## src/rtl/serial_src_pkg.sv

```systemverilog
// Shared definitions for the serial pattern source: state encoding and
// helpers that size the bit and divide counters.
package serial_src_pkg;

  typedef enum logic [1:0] {
    IDLE  = 2'b00,
    SHIFT = 2'b01,
    DONE  = 2'b10
  } state_t;

  localparam int DEF_WIDTH = 8;
  localparam int DEF_DIV   = 1;

  // Bit counter spans 0..WIDTH-1 (WIDTH >= 2, so at least one bit).
  function automatic int bit_cw(input int width);
    return $clog2(width);
  endfunction

  // Divide counter spans 0..DIV-1; DIV=1 still needs a 1-bit register.
  function automatic int div_cw(input int div);
    return (div > 1) ? $clog2(div) : 1;
  endfunction

  localparam int BIT_CW_DEF = bit_cw(DEF_WIDTH);
  localparam int DIV_CW_DEF = div_cw(DEF_DIV);

endpackage

```

## src/rtl/serial_pattern_source_bit_timer.sv

```systemverilog
// DIV prescaler: marks the first and last cycle of each serial bit period.
module bit_timer
  import serial_src_pkg::*;
#(
  parameter int DIV = 1
) (
  input  logic Clock,
  input  logic Reset,
  input  logic clr,
  input  logic en,
  output logic period_start,
  output logic period_end
);

  localparam int CW = div_cw(DIV);
  localparam logic [CW-1:0] LAST = CW'(DIV - 1);

  logic [CW-1:0] cnt;

  // Free-running 0..DIV-1 counter while enabled; clear restarts a period.
  always_ff @(posedge Clock or negedge Reset) begin
    if (!Reset)    cnt <= '0;
    else if (clr)  cnt <= '0;
    else if (en)   cnt <= (cnt == LAST) ? '0 : cnt + 1'b1;
  end

  assign period_start = (cnt == '0);
  assign period_end   = (cnt == LAST);

endmodule

```

## src/rtl/serial_pattern_source.sv

```systemverilog
// Serialises a WIDTH-bit word MSB-first on w, each bit held DIV cycles,
// with a one-cycle done pulse after the last bit.
module serial_pattern_source
  import serial_src_pkg::*;
#(
  parameter int WIDTH = DEF_WIDTH,
  parameter int DIV   = DEF_DIV
) (
  input  logic             Clock,
  input  logic             Reset,
  input  logic [WIDTH-1:0] data_in,
  input  logic             load,
  output logic             ready,
  output logic             w,
  output logic             bit_strobe,
  output logic             busy,
  output logic             done
);

  localparam int BCW = bit_cw(WIDTH);
  localparam logic [BCW-1:0] BLAST = BCW'(WIDTH - 1);

  state_t           state, state_nxt;
  logic [WIDTH-1:0] sreg;
  logic [BCW-1:0]   bit_cnt;
  logic             accept, in_shift, p_start, p_end;

  assign in_shift = (state == SHIFT);
  assign accept   = load && (state == IDLE);

  bit_timer #(.DIV(DIV)) u_timer (
    .Clock        (Clock),
    .Reset        (Reset),
    .clr          (accept),
    .en           (in_shift),
    .period_start (p_start),
    .period_end   (p_end)
  );

  // State register.
  always_ff @(posedge Clock or negedge Reset) begin
    if (!Reset) state <= IDLE;
    else        state <= state_nxt;
  end

  // Next state and Moore outputs; load only steers the next state.
  always_comb begin
    state_nxt  = state;
    ready      = 1'b0;
    w          = 1'b0;
    bit_strobe = 1'b0;
    busy       = 1'b0;
    done       = 1'b0;
    case (state)
      IDLE: begin
        ready = 1'b1;
        if (load) state_nxt = SHIFT;
      end
      SHIFT: begin
        busy       = 1'b1;
        w          = sreg[WIDTH-1];
        bit_strobe = p_start;
        if (p_end && (bit_cnt == BLAST)) state_nxt = DONE;
      end
      DONE: begin
        busy      = 1'b1;
        done      = 1'b1;
        state_nxt = IDLE;
      end
      default: state_nxt = IDLE;
    endcase
  end

  // Shift register and bit counter: load on accept, advance at period end.
  always_ff @(posedge Clock or negedge Reset) begin
    if (!Reset) begin
      sreg    <= '0;
      bit_cnt <= '0;
    end else if (accept) begin
      sreg    <= data_in;
      bit_cnt <= '0;
    end else if (in_shift && p_end) begin
      sreg    <= {sreg[WIDTH-2:0], 1'b0};
      bit_cnt <= (bit_cnt == BLAST) ? '0 : bit_cnt + 1'b1;
    end
  end

endmodule

```

## config.mk

```make
export PLATFORM = sky130hd
export DESIGN_NAME = serial_pattern_source
export DESIGN_NICKNAME = d
export VERILOG_FILES = /design/src/rtl/serial_src_pkg.sv /design/src/rtl/serial_pattern_source_bit_timer.sv /design/src/rtl/serial_pattern_source.sv
export SDC_FILE = /design/constraint.sdc
export NUM_CORES = 1
export LEC_CHECK = 0
export CAP_MARGIN = 0
export CORE_MARGIN = 3
export CORE_UTILIZATION = 51
export CTS_CLUSTER_SIZE = 20
export DETAILED_ROUTE_END_ITERATION = 12
export GPL_TIMING_DRIVEN = 0
export PLACE_DENSITY = 0.9
export RECOVER_POWER = 50
export SLEW_MARGIN = 10
export SYNTH_ARGS = -nofsm -noshare
export SYNTH_HDL_FRONTEND = slang
export SYNTH_SLANG_ARGS = --single-unit
```

## constraint.sdc

```tcl
create_clock -name Clock -period 2.75 [get_ports Clock]
set_input_delay 0.275 -clock Clock [delete_from_list [all_inputs] [get_ports Clock]]
set_output_delay 0.275 -clock Clock [all_outputs]
set_load 0.05 [all_outputs]
```

==> metrics.txt <==
Worst Setup Start Kind flip-flop; crit end category output pin; Synthesized Nets 81; sequential share of the synthesized area between 40% and 50%; most common cell after layout, fill and taps aside clkdlybuf4s50_1; crit path kind reg2out; switching share of power 45.1%; Power Dens Cells 1230 mW/mm²; Seq pwr share between 30% and 40%; fin crit share 89.2%; Worst R2R End sreg[5]; #FFs+latches synth 13; CP cell instances inv_1 > ha_1 > buf_4 > and2_1 > clkdlybuf4s50_1; RSZ-0062 raised after global routing no; CTS H-tree lvls 1; Starting Density between 50% and 60%; max frequency slightly above 0.4 GHz; die outline height 43.8 µm; Ant. Diodes 0; count of pins over their slew limit 0; first-pass GRT wire length 2130 µm; Fin Clk Skew ~0.0067 ns; internal power 619 µW; DR iter-0 viols 2; Worst Reg2Reg Path Length in Cells 7; crit path from state[1]; clock root buffer clkbuf_4; drt pass-1 iters 4; Wirelength per Cell 13.6 µm; Met1 Wirelength 588 µm; final setup fails 0; required time worst endpoint 2.48 ns; CTS buffer count 3; largest net degree at the start of global routing 14; CTS Hold Buffers Added 0; R2R Setup Slk 0.90 ns; TritonCTS Sinks 13; TritonCTS clock tree done; routed wire length approximately 1300 µm; synthesized area per cell 11.6 µm²; area of the multi-input gates 354 µm²; final net count roughly 100; met3 wire length 64 µm; critical path's slowest cell clkdlybuf4s50_1; maxcap violations 0; CP peak stage delay between 0.7 and 0.8 ns; clock network fraction of design power 10.0%; Logic pwr share 59.9%; Core Region ~0.0012 mm²; DRC Markers 0; DIE AREA 0.00192 mm²; maximum VDD drop roughly 0.7 mV; FF/Latch Area 325 µm²; worst flop-to-flop path startpoint state[1]; gpl congestion 0.683; Core Rows 12; worst path bufs/invs 3; Worst-Skew Late Latency 0.27 ns; clock-pin slew on the worst setup and hold paths 0.08 ns; status finished clean; highest routing layer actually used met4; CP Max Fanout 10; layout cells sized above 1 17.1%; cells after synthesis 63; Slew @ Worst Pin 0.706 ns; worst hold-check path type in2async; most frequent cells in the layout clkdlybuf4s50_1 (14), dfrtp_1 (13), mux2i_1 (9), nand2_1 (9); vias in the first global route 513; Synth warnings 0; grt ovf 0; CP delay by family, top buffers and inverters; port buffer count 15; Lkg Pwr between 0.4 and 0.5 nW; metal2 WL 628 µm; chip width 43.8 µm; arrival time of the worst setup path roughly 2.2 ns; vias after detailed routing 502; Total GRT Usage 14.7%; post-CTS setup buffer count 0; setup TNS 0 ns; Final Hold Fails 0; # IOs 16; Power Total 1.13 mW; Antenna Nets Post-Route 0; DP HPWL between 1000 and 1500 µm; crit path time final 2.45 ns; NetSw 508 µW; FILL cells 90; Synth-to-Final Area Change 25.6%; buffer levels on the longest clock path 2; post-CTS sizing 0; Unique masters post-synth 16; Synth Cell Area 728 µm²; initial antenna violation count 0; Avg Vias per Cell 5.23; relative slew slack a little over half
-- routing by layer --
| metal | up-vias | track usage (%) |
|---|---|---|
| met5 | - | 0 |
| met4 | 0 | 8.43 |
| met3 | 4 | 2.90 |
| met2 | 15 | 23.3 |
| met1 | 232 | 18.5 |
| li1 | 251 | - |
-- final cells by class --
cell class	instances	area share [%]
well taps	14	1.92
multi-input cells	43	38.7
clock buffers	4	2.87
repair buffers	15	16.4
flip-flops and latches	13	35.6
plain buffers	3	2.87
inverters	4	1.64
-- cells by family after synthesis --
family	share of synthesized area, %
fa+ha+maj	12.0
mux	15.5
simple gates	9.79
buf+inv	6.70
flops	44.7
compound gates	11.3
-- registers in the layout (all words and copies together), names as in the netlist --
register and count:
bit_cnt 3, sreg 8, state 2
-- worst reg2reg max path: stages (launching register included) --
cell and delay, ns:
dfrtp_1 0.40, inv_1 0.14, ha_1 0.23, and2_1 0.14, clkbuf_1 0.54, buf_8 0.22, nand2_1 0.08, o21ai_2 0.05
-- per-stage QoR --
stage               hold slack, ns  setup slack, ns  utilization (%)  cell area, µm²  std cells
finish                       0.427            0.297             75.2             915         96
global route                 0.463            0.172             75.2             915         96
CTS                          0.372            0.253             75.8             922         96
detailed placement           0.523            0.551             73.7             896         92
global placement             0.501            0.633             73.7             896         92
floorplan                  -0.0206            0.777                -             728         63
-- power by group through the flow --
stage | clock [mW] | combinational, mW | sequential (mW)
final | 0.113 | 0.676 | 0.339
after global routing | 0.130 | 0.732 | 0.350
after CTS | 0.117 | 0.694 | 0.338
after detailed placement | 0 | 0.692 | 0.343
after global placement | 0 | 0.657 | 0.333
after floorplan | 0 | 0.536 | 0.325
-- synthesized netlist by cell type (all sizes together) --
| cell | number | area share (%) |
|---|---|---|
| a21oi | 1 | 1.2 |
| dfrtp | 13 | 45 |
| inv | 4 | 2.1 |
| and2 | 2 | 1.7 |
| mux2 | 2 | 3.1 |
| mux2i | 9 | 12 |
| a22oi | 1 | 1.0 |
| nor2 | 3 | 1.5 |
| buf | 3 | 4.6 |
| o21ai | 8 | 9.1 |
| nor2b | 1 | 1.9 |
| ha | 7 | 12 |
| nand2 | 9 | 4.6 |
-- how the worst max path moves through the flow --
stage	endpoint	slack (ns)	cells past startpoint
final	w	0.30	5
after global routing	w	0.17	5
after CTS	w	0.25	5
after detailed placement	w	0.55	5
after global placement	w	0.63	5
after floorplan	w	0.78	4
Power figures use the tool's default switching activity.
